File: config.mk
export PLATFORM = sky130hd
export DESIGN_NAME = alarm_snooze_ctrl
export DESIGN_NICKNAME = d
export VERILOG_FILES = /design/src/rtl/alarm_snooze_ctrl.sv
export SDC_FILE = /design/constraint.sdc
export NUM_CORES = 1
export LEC_CHECK = 0
export BUFFER_PORTS_ARGS = -buffer_cell sky130_fd_sc_hd__buf_4
export CORE_MARGIN = 1.5
export CORE_UTILIZATION = 29
export CTS_CLUSTER_DIAMETER = 40
export DETAILED_ROUTE_END_ITERATION = 10
export REMOVE_ABC_BUFFERS = 1
export SLEW_MARGIN = 30
export SYNTH_ARGS = -nofsm -noshare
export SYNTH_HDL_FRONTEND = slang
export SYNTH_SLANG_ARGS = --single-unit
File: constraint.sdc
create_clock -name clk -period 4.3 [get_ports clk]
set_input_delay 0.86 -clock clk [delete_from_list [all_inputs] [get_ports clk]]
set_output_delay 0.86 -clock clk [all_outputs]
set_load 0.02 [all_outputs]
File: src/rtl/alarm_snooze_ctrl.sv
// alarm_snooze_ctrl: turns an alarm match into a ringing session with beep gating, bounded snooze and auto-silence
module alarm_snooze_ctrl #(
  parameter int SNOOZE_SEC = 300,
  parameter int RING_SEC   = 60,
  parameter int MAX_SNOOZE = 3,
  parameter int TW         = 9,
  parameter int SCW        = 2
) (
  input  logic           clk,
  input  logic           rst,
  input  logic           tick_1hz,
  input  logic           alarm_en,
  input  logic           alarm_match,
  input  logic           snooze_btn,
  input  logic           stop_btn,
  output logic           buzz,
  output logic           ringing,
  output logic           snoozing,
  output logic [SCW-1:0] snooze_cnt,
  output logic [TW-1:0]  sec_left
);
  typedef enum logic [1:0] {IDLE, RING, SNOOZE} state_t;
  state_t state_q, state_d;
  logic [TW-1:0] sec_q, sec_d;
  logic [SCW-1:0] cnt_q, cnt_d;
  logic beep_q, beep_d, match_q, buzz_q, ringing_q, snoozing_q;
  logic [2:0] snz_q, stp_q;
  logic snz_edge, stp_edge, m_edge;
  assign snz_edge = snz_q[1] & ~snz_q[2];
  assign stp_edge = stp_q[1] & ~stp_q[2];
  assign m_edge = alarm_match & ~match_q;
  always_comb begin
    state_d = state_q;
    sec_d = sec_q;
    cnt_d = cnt_q;
    beep_d = beep_q;
    if (state_q == IDLE) begin
      if (m_edge && alarm_en) begin
        state_d = RING;
        sec_d = TW'(RING_SEC);
        cnt_d = '0;
        beep_d = 1'b1;
      end
    end else if (!alarm_en || stp_edge) begin
      state_d = IDLE;
      sec_d = '0;
      cnt_d = '0;
      beep_d = 1'b0;
    end else if (snz_edge) begin
      if (state_q == RING && cnt_q < SCW'(MAX_SNOOZE)) begin
        state_d = SNOOZE;
        sec_d = TW'(SNOOZE_SEC);
        cnt_d = cnt_q + SCW'(1);
      end
    end else if (tick_1hz) begin
      if (state_q == RING) begin
        beep_d = ~beep_q;
        if (sec_q == TW'(1)) begin
          state_d = IDLE;
          sec_d = '0;
          cnt_d = '0;
          beep_d = 1'b0;
        end else sec_d = sec_q - TW'(1);
      end else if (sec_q == TW'(1)) begin
        state_d = RING;
        sec_d = TW'(RING_SEC);
        beep_d = 1'b1;
      end else sec_d = sec_q - TW'(1);
    end
  end
  always_ff @(posedge clk or posedge rst) begin
    if (rst) begin
      state_q <= IDLE;
      sec_q <= '0;
      cnt_q <= '0;
      beep_q <= 1'b0;
      match_q <= 1'b1;
      snz_q <= '0;
      stp_q <= '0;
      buzz_q <= 1'b0;
      ringing_q <= 1'b0;
      snoozing_q <= 1'b0;
    end else begin
      state_q <= state_d;
      sec_q <= sec_d;
      cnt_q <= cnt_d;
      beep_q <= beep_d;
      match_q <= alarm_match;
      snz_q <= {snz_q[1:0], snooze_btn};
      stp_q <= {stp_q[1:0], stop_btn};
      buzz_q <= (state_d == RING) & beep_d;
      ringing_q <= state_d == RING;
      snoozing_q <= state_d == SNOOZE;
    end
  end
  assign buzz = buzz_q;
  assign ringing = ringing_q;
  assign snoozing = snoozing_q;
  assign snooze_cnt = cnt_q;
  assign sec_left = sec_q;
endmodule

* After elaboration in Yosys (flattened, before gate mapping)
Cells that the tools add are included.
Word-level totals: register bits 24, input port bits 7, output and inout bits 14, logic and storage cells 71
Cells by class: $add $sub $neg 2, $lt $le $gt $ge 1, eq/ne operators 6, mux-type cells 34, bitwise operators 8, reductions and logical operators 10
Operators with widths (number):
- $mux 9 | 9
- $mux 2 | 17
- $reduce_bool 4->1 | 3
- $eq 9x1->1 const B | 1
- $sub 9x1->9 const B | 1
- $mux 1 | 8
- $reduce_and 5->1 | 1
- $and 1x1->1 | 4
- $eq 2x1->1 const B | 2
- $ne 4x1->1 const B | 1
- $not 1->1 | 4
- $reduce_and 3->1 | 1
- $add 2x1->2 const B | 1
- $eq 2x2->1 const B | 1
- $logic_and 1x1->1 | 2
- $logic_not 2->1 | 1
- $lt 2x2->1 const B | 1
- $ne 2x1->1 const B | 1
- $logic_not 1->1 | 1
- $logic_or 1x1->1 | 1

* Depth between registers and ports, before layout
Gate-level depths: netlist (run 1).
word-level depth 9, depth in mapped cells 8, depth with buffers taken out 7

* Least setup slack after synthesis (run 1)
Ideal clock, no wire load.
path type register to register, from reg sec_q[1], in the netlist sec_left[1], to reg buzz_q, in the netlist buzz, library setup time 0.080 ns, data arrival time 2.008 ns, data required time 4.220 ns, slack 2.212 ns, stages on the path, launching flop included 9, path buffers 1, clock period less this slack 2.088 ns, path through dfrtp_1 inv_1 ha_1 nor4b_2 and2_1 buf_6 or4b_1 a31oi_1 nor3b_2
Between the ends: elaborated cells on any way between the ends 17, classes of those cells 2 x eq/ne; 14 x mux; 1 x bitwise
RTL lines:
- start, declared | line 24 | logic [TW-1:0] sec_q, sec_d;
- start signal, assigned | line 74 | sec_q <= '0;
- start signal, assigned | line 85 | sec_q <= sec_d;
- $eq 9x1->1 * | line 58, 64
- $mux 1 (on tied branches) | line 64, 58
- $mux 1 * | line 56 | if (state_q == RING) begin
- $mux 1 * | line 55 | end else if (tick_1hz) begin
- $mux 1 * | line 49 | end else if (snz_edge) begin
- $mux 1 * | line 44 | end else if (!alarm_en || stp_edge) begin
- $mux 1 * | line 37 | if (state_q == IDLE) begin
- net beep_d | line 26 | logic beep_q, beep_d, match_q, buzz_q, ringing_q, snoozing_q;
- $and 1x1->1 * | line 91 | buzz_q <= (state_d == RING) & beep_d;
- end signal, assigned | line 91
- end, declared | line 26
Mark *: on every way through the listed nets, which the timed path passes. The rest lies on a longest branch. A chain may end at the register's enable or synchronous reset.

* Worst setup path after layout (run 1)
from reg sec_q[6], in the netlist sec_left[6], to reg sec_q[3], in the netlist sec_left[3]
Between the ends: longest elaborated chain between the ends 7, elaborated cells on any way between the ends 8, classes of those cells 1 x eq/ne; 7 x mux
Ends and longest elaborated chain (line):
- $eq 9x1->1 * | 58, 64
- $mux 9 (on tied branches) | 64, 58
- $mux 9 * | 56
- $mux 9 * | 55
- $mux 9 * | 49
- $mux 9 * | 44
- $mux 9 * | 37
Mark *: on every way between the ends. The rest lies on a longest branch, timed or not. The select of a mux whose other input is x is not followed.

==> out/results.txt, run 1 <==
Outcome: completed
Maximum clock frequency: 0.460 GHz
Clk pwr share: 0.316
Largest net degree at the start of global routing: 25
Number of antenna violations at the first check in global routing: 0
CTS tree: done
Clock Latency Late Sink: 270 ps
Area growth syn-to-layout: 20.2%
Overall routed net length: 2.81 mm
Post-cts repair resize count: 0
Clock Path Buffers: 2
Iter 0 DRT Violations: 28
Yosys top cell area share: 0.460
Type of the tightest min-delay check: reg -> reg
Relative contribution of sequential cells to total power: 0.447
Input/output buffers: 20
Fraction of final layout cells with drive strength greater than 1: 0.205
Area of the die: 0.00472 mm2
Cell Area, Synth: 0.00125 mm2
Areal power density over the cells: 420 mW/mm2
Actual transition at the worst max-transition pin: 669 ps
Number of vias in the routed layout: 1046
Worst setup skew after layout: 2.76 ps
Initial core utilization: 0.306
Fin. max-slew vios: 0
Post-Syn Instances: 128
Core Box Area: 0.00409 mm2
Fill count: 424
Via count normalized by instance count: 5.34
EDFF count, synth: 0
Leakage component of the power: 0.000668 uW
Count of unique library cells instantiated by Yosys: 42
Worst-path clk slew: 90 ps
Relative slew margins: 0.550
Hold Slack: 353 ps
DPL Wire Length: 2.06 mm
Worst reg2reg startpoint: sec_left[6]$_DFFE_PP0P_
Worst Setup End Kind: flop
Max-cap violations: 0
Hold buffer count at cts: 0
Overall routing resource usage: 0.132
Reg2reg end: sec_left[3]$_DFFE_PP0P_
Via count of the first global-routing pass: 1006
Setup TNS: 0 ps
Final-report setup violation count: 0
Dominant cell type by area after synthesis: dfrtp_1
Finished layout cell area: 0.00151 mm2
Pre-antenna DRT Iters: 4
Std-Cell Rows: 23
Final net count: 157
Number of nets still failing antenna checks after routing: 0
Root buffer cell: clkbuf_8
Data arrival time at the worst-slack endpoint: 2300 ps
WP data required: 4430 ps
Net switching component of the power: 190 uW
Clock sink count: 24
Setup repair after global routing missed its margin: false
Most common cell after layout, fill and taps aside: dfrtp_1
Global-route wire length before repair: 4.67 mm
Net Sw Frac: 0.301
Final core utilization: 0.368
Post-CTS Setup Bufs: 0
Tmin final: 2170 ps
Min-Delay Path Depth: 0
Biggest area contributors in the synthesized netlist: dfrtp_1 46%, nor2_1 3.3%, ha_1 3.0%
Fraction of the yosys area taken by sequential cells: 0.481
Terminating pin of the worst hold path: stp_q[1]$_DFF_PP0_
Synth warnings: 0
Type of the setup path with the least slack: reg -> reg
Number of I/O pins: 21
Setup crit start kind: flop
Post-route DRC violation count: 0
FF+latch count, synth: 24
Hold wc startpoint: stp_q[0]$_DFF_PP0_
Number of buffers added by the clock tree synthesis step: 3
Diode count: 0
Power share of the combinational group: 0.237
Internal Power: 441 uW
CTS H-tree depth: 1
Final hold viol count: 0
Congestion Overflow GR: 0
Worst-case vdd ir drop: 0.000264 V
Leading cell types in the layout, fill and taps excluded: 23 x dfrtp_1, 20 x buf_4, 11 x nor2_1, 9 x nand2_1
Worst-case reg-to-reg path depth: 4
Synth async-reset ratio: 1.00
Setup slack of the worst register-to-register path: 2130 ps
Multi-input logic area: 589 um2
Flip-flop cell with the highest count after synthesis: dfrtp_1
Die span in y: 68.7 um
Routability congestion estimate: 0.896
Mean instance size in the synthesized netlist: 9.78 um2
Final clock period utilization by the worst path: 0.505
Floorplan die width: 68.7 um
Area of placed instances: 0.00143 mm2
Routed length per placed instance: 14.3 um
Crit Path Max Fanout: 8
Area taken by flip-flops and latches: 602 um2
==> registers in the layout, indices dropped and copies added (netlist names) <==
signal,flops
ringing,1
buzz,1
snooze_cnt,2
snz_q,3
sec_left,9
match_q,1
beep_q,1
snoozing,1
state_q,2
stp_q,3
==> power by group through the flow <==
stage	logic [uW]	clock network [uW]	registers, uW
floorplan	73.3	0	302
global placement	148	0	285
detailed placement	149	0	286
CTS	150	206	282
global route	164	216	286
finish	150	200	282
==> synth_stat cells, types with 2 or more instances <==
cell	n
a21oi_1	7
a2bb2oi_1	2
a31oi_1	3
a32oi_1	2
and2_1	3
clkbuf_1	4
dfrtp_1	23
ha_1	3
inv_1	8
mux2i_1	2
nand2_1	9
nand2b_1	5
nand3_1	4
nand4_1	3
nor2_1	11
nor3b_1	3
nor4_1	2
o21ai_0	4
o311ai_0	2
o31ai_1	5
or4_1	2
==> critical path, cell delays in order (launching register included) <==
cell and delay (ps):
dfrtp_1 420, nor4_1 630, nand2_1 360, o311ai_0 450, a32oi_1 170
==> area by class of cell <==
class                           instances  share of cell area
Sequential cell                        24               0.400
Multi-Input combinational cell         90               0.392
Timing Repair Buffer                   20              0.0998
Tap cell                               50              0.0416
Clock buffer                            3              0.0274
Clock inverter                          1              0.0200
Inverter                                8              0.0200
==> routing by layer <==
metal	global-route usage	share of wire
met3	0.0390	0.058
met5	0	0
met1	0.180	0.48
met4	0.0147	0
met2	0.213	0.46
==> worst max path at each step <==
stage | startpoint | end | cells after the start
after global routing | sec_left[6]$_DFFE_PP0P_ | sec_left[3]$_DFFE_PP0P_ | 4
after global placement | sec_left[6]$_DFFE_PP0P_ | sec_left[3]$_DFFE_PP0P_ | 4
after CTS | sec_left[1]$_DFFE_PP0P_ | buzz$_DFF_PP0_ | 7
after floorplan | sec_left[1]$_DFFE_PP0P_ | buzz$_DFF_PP0_ | 7
final | sec_left[6]$_DFFE_PP0P_ | sec_left[3]$_DFFE_PP0P_ | 4
after detailed placement | alarm_en | sec_left[2]$_DFFE_PP0P_ | 5
==> stage by stage <==
stage | worst slack (ps) | total power [uW] | std cells
floorplan | 2280 | 376 | 122
global placement | 2230 | 432 | 192
detailed placement | 2210 | 436 | 192
CTS | 2200 | 638 | 196
global route | 2050 | 666 | 196
finish | 2130 | 632 | 196
==> cells by family after synthesis <==
| logic type | after synthesis | share of synthesized area |
|---|---|---|
| and+or+nand+nor | 50 | 0.226 |
| DFF | 24 | 0.481 |
| AOI/OAI and AO/OA | 34 | 0.192 |
| adders and majority gates | 3 | 0.0300 |
| buffers and inverters | 14 | 0.0489 |
| muxes | 2 | 0.0160 |
| xor gates and xnor gates | 1 | 0.00699 |
No activity file was read; power rests on OpenSTA's default activity.
==> run 2: changes to the inputs <==
==> constraint.sdc (replaced) <==
create_clock -name clk -period 2.2 [get_ports clk]
set_input_delay 0.44 -clock clk [delete_from_list [all_inputs] [get_ports clk]]
set_output_delay 0.44 -clock clk [all_outputs]
set_load 0.02 [all_outputs]
==> run 2 against run 1 <==
Effect of this change: clock-buffer cell count did not move; critical path type unchanged; maximum frequency grew 2.4%; clock skew grew 5.4 ps; critical endpoint is now buzz$_DFF_PP0_.
==> out/results.txt, run 2 (synthesized netlist as in run 1, its figures left out) <==
Input/output buffers: 20 (unchanged)
Final net count: 161 (was 157)
Initial core utilization: 0.306 (unchanged)
Fraction of final layout cells with drive strength greater than 1: 0.227 (was 0.205)
Max-cap violations: 0 (unchanged)
Area growth syn-to-layout: 22.7% (was 20.2%)
Final hold viol count: 0 (unchanged)
Diode count: 0 (unchanged)
Tmin final: 2120 ps (was 2170 ps)
Floorplan die width: 68.7 um (unchanged)
Type of the tightest min-delay check: in -> async (was reg -> reg)
Post-route DRC violation count: 0 (unchanged)
Actual transition at the worst max-transition pin: 543 ps (was 669 ps)
Pre-antenna DRT Iters: 4 (unchanged)
Final clock period utilization by the worst path: 0.964 (was 0.505)
Max reg flops: 9 (unchanged)
Type of the setup path with the least slack: reg -> reg (unchanged)
CTS H-tree depth: 1 (unchanged)
Setup repair after global routing missed its margin: false (unchanged)
Outcome: completed (unchanged)
Root buffer cell: clkbuf_8 (unchanged)
CTS tree: done (unchanged)
Setup TNS: 0 ps (unchanged)
Via count of the first global-routing pass: 1017 (was 1006)
Library cell contributing the largest single delay on the critical path: or4b_1 (was nor4_1)
Leading cell types in the layout, fill and taps excluded: 24 x buf_4, 22 x dfrtp_1, 11 x nor2_1, 9 x nand2_1, 8 x inv_1 (was 23 x dfrtp_1, 20 x buf_4, 11 x nor2_1, 9 x nand2_1)
Via count normalized by instance count: 5.33 (was 5.34)
Worst setup skew after layout: 8.18 ps (was 2.76 ps)
Area of the die: 0.00472 mm2 (unchanged)
DPL Wire Length: 2.12 mm (was 2.06 mm)
Setup crit start kind: flop (unchanged)
Number of nets still failing antenna checks after routing: 0 (unchanged)
Maximum clock frequency: 0.471 GHz (was 0.460 GHz)
Final-report setup violation count: 0 (unchanged)
Number of I/O pins: 21 (unchanged)
Setup slack of the worst register-to-register path: 80 ps (was 2130 ps)
Clock Latency Late Sink: 280 ps (was 270 ps)
Worst-case vdd ir drop: 0.000340 V (was 0.000264 V)
Number of buffers added by the clock tree synthesis step: 3 (unchanged)
Clock Path Buffers: 2 (unchanged)
Std-Cell Rows: 23 (unchanged)
Largest incremental delay on the critical path: 530 ps (was 630 ps)
Relative slew margins: 0.633 (was 0.550)
WP data required: 2410 ps (was 4430 ps)
Number of vias in the routed layout: 1066 (was 1046)
Worst-path clk slew: 90 ps (about the same)
Routability congestion estimate: 0.888 (was 0.896)
Worst Setup End Kind: flop (unchanged)
Congestion Overflow GR: 0 (unchanged)
Largest net degree at the start of global routing: 25 (unchanged)
Combined buffer and inverter count along the critical path: 0 (unchanged)
Fin. max-slew vios: 0 (unchanged)
Fill count: 427 (was 424)
Die span in y: 68.7 um (unchanged)
Hold Slack: 201 ps (was 353 ps)
Global-route wire length before repair: 4.84 mm (was 4.67 mm)
Crit Path Max Fanout: 7 (was 8)
Overall routed net length: 2.91 mm (was 2.81 mm)
Number of antenna violations at the first check in global routing: 0 (unchanged)
Core Box Area: 0.00409 mm2 (unchanged)
Routed length per placed instance: 14.6 um (was 14.3 um)
Areal power density over the cells: 814 mW/mm2 (was 420 mW/mm2)
Clock sink count: 24 (unchanged)
Iter 0 DRT Violations: 55 (was 28)
Kind of cell adding the most delay to the critical path: simple AND/OR/NAND/NOR gates (unchanged)
Most common cell after layout, fill and taps aside: buf_4 (was dfrtp_1)
Cell-by-cell listing of the critical path: ha_1 -> nor4b_2 -> and2_1 -> or4b_1 -> a31oi_1 -> nor3b_2 (was nor4_1 -> nand2_1 -> o311ai_0 -> a32oi_1)
Overall routing resource usage: 0.140 (was 0.132)
Leakage component of the power: 0.000687 uW (was 0.000668 uW)
Data arrival time at the worst-slack endpoint: 2330 ps (was 2300 ps)
[run 2: cell count changes in the layout (fill, tap and decap cells not counted)]
cell	before	now
inv_2	1	0
inv_1	7	8
buf_4	20	24
dfrtp_2	0	1
dfrtp_1	23	22
[run 2: final cells by class]
class | instances | area [um2] | share of cell area
multi-input cells | 90 | 589 | 0.384
repair buffers | 24 | 180 | 0.117
well taps | 50 | 62.6 | 0.0407
clock buffers | 3 | 41.3 | 0.0269
flip-flops and latches | 24 | 603 | 0.393
inverters | 8 | 30.0 | 0.0195
clock inverters | 1 | 30.0 | 0.0195
[run 2: worst reg2reg max path, stage by stage (launching register included)]
cell	delay [ps]
dfrtp_2	460
ha_1	210
nor4b_2	180
and2_1	250
or4b_1	530
a31oi_1	230
nor3b_2	190
[run 2: repair_timing]
| action | in CTS | in global routing |
|---|---|---|
| gates resized for setup | 0 | 1 |
| hold buffers | 0 | 0 |
| setup buffers | 0 | 1 |
| setup endpoints to repair | 0 | 1 |
[run 2: per-stage QoR]
| stage | cell area [um2] | worst slack, ps | power (uW) | utilization | std cells |
|---|---|---|---|---|---|
| floorplan | 1220 | 181 | 734 | - | 122 |
| global placement | 1460 | 223 | 850 | 0.356 | 195 |
| detailed placement | 1460 | 105 | 859 | 0.356 | 195 |
| CTS | 1530 | 60.5 | 1260 | 0.374 | 199 |
| global route | 1540 | 2.29 | 1310 | 0.376 | 200 |
| finish | 1540 | 79.1 | 1250 | 0.376 | 200 |
[run 2: routing by layer]
| layer | routed length, um | track usage | part of all wire |
|---|---|---|---|
| met5 | 0 | 0 | 0 |
| met4 | 36 | 0.0441 | 0.012 |
| met3 | 181 | 0.0422 | 0.062 |
| met2 | 1320 | 0.214 | 0.45 |
| met1 | 1380 | 0.189 | 0.47 |
[run 2: path summary, 6_finish.rpt]
| kind | start | end | cells after the start |
|---|---|---|---|
| worst min register to register | stp_q[0]$_DFF_PP0_ | stp_q[1]$_DFF_PP0_ | 0 |
| worst max register to register | sec_left[0]$_DFFE_PP0P_ | buzz$_DFF_PP0_ | 6 |
| worst max-delay path | sec_left[0]$_DFFE_PP0P_ | buzz$_DFF_PP0_ | 6 |
| min in group clk | stop_btn | stp_q[0]$_DFF_PP0_ | 1 |
| max in group asynchronous | rst | match_q$_DFF_PP1_ | 3 |
| worst min-delay path | rst | buzz$_DFF_PP0_ | 3 |
[run 2: power breakdown]
group          leakage (uW)  internal [uW]  switching, uW  total (uW)
sequential         0.000297            491           60.2         552
combinational      0.000354            135            166         301
clock             0.0000357            244            154         398
total              0.000687            870            380        1250
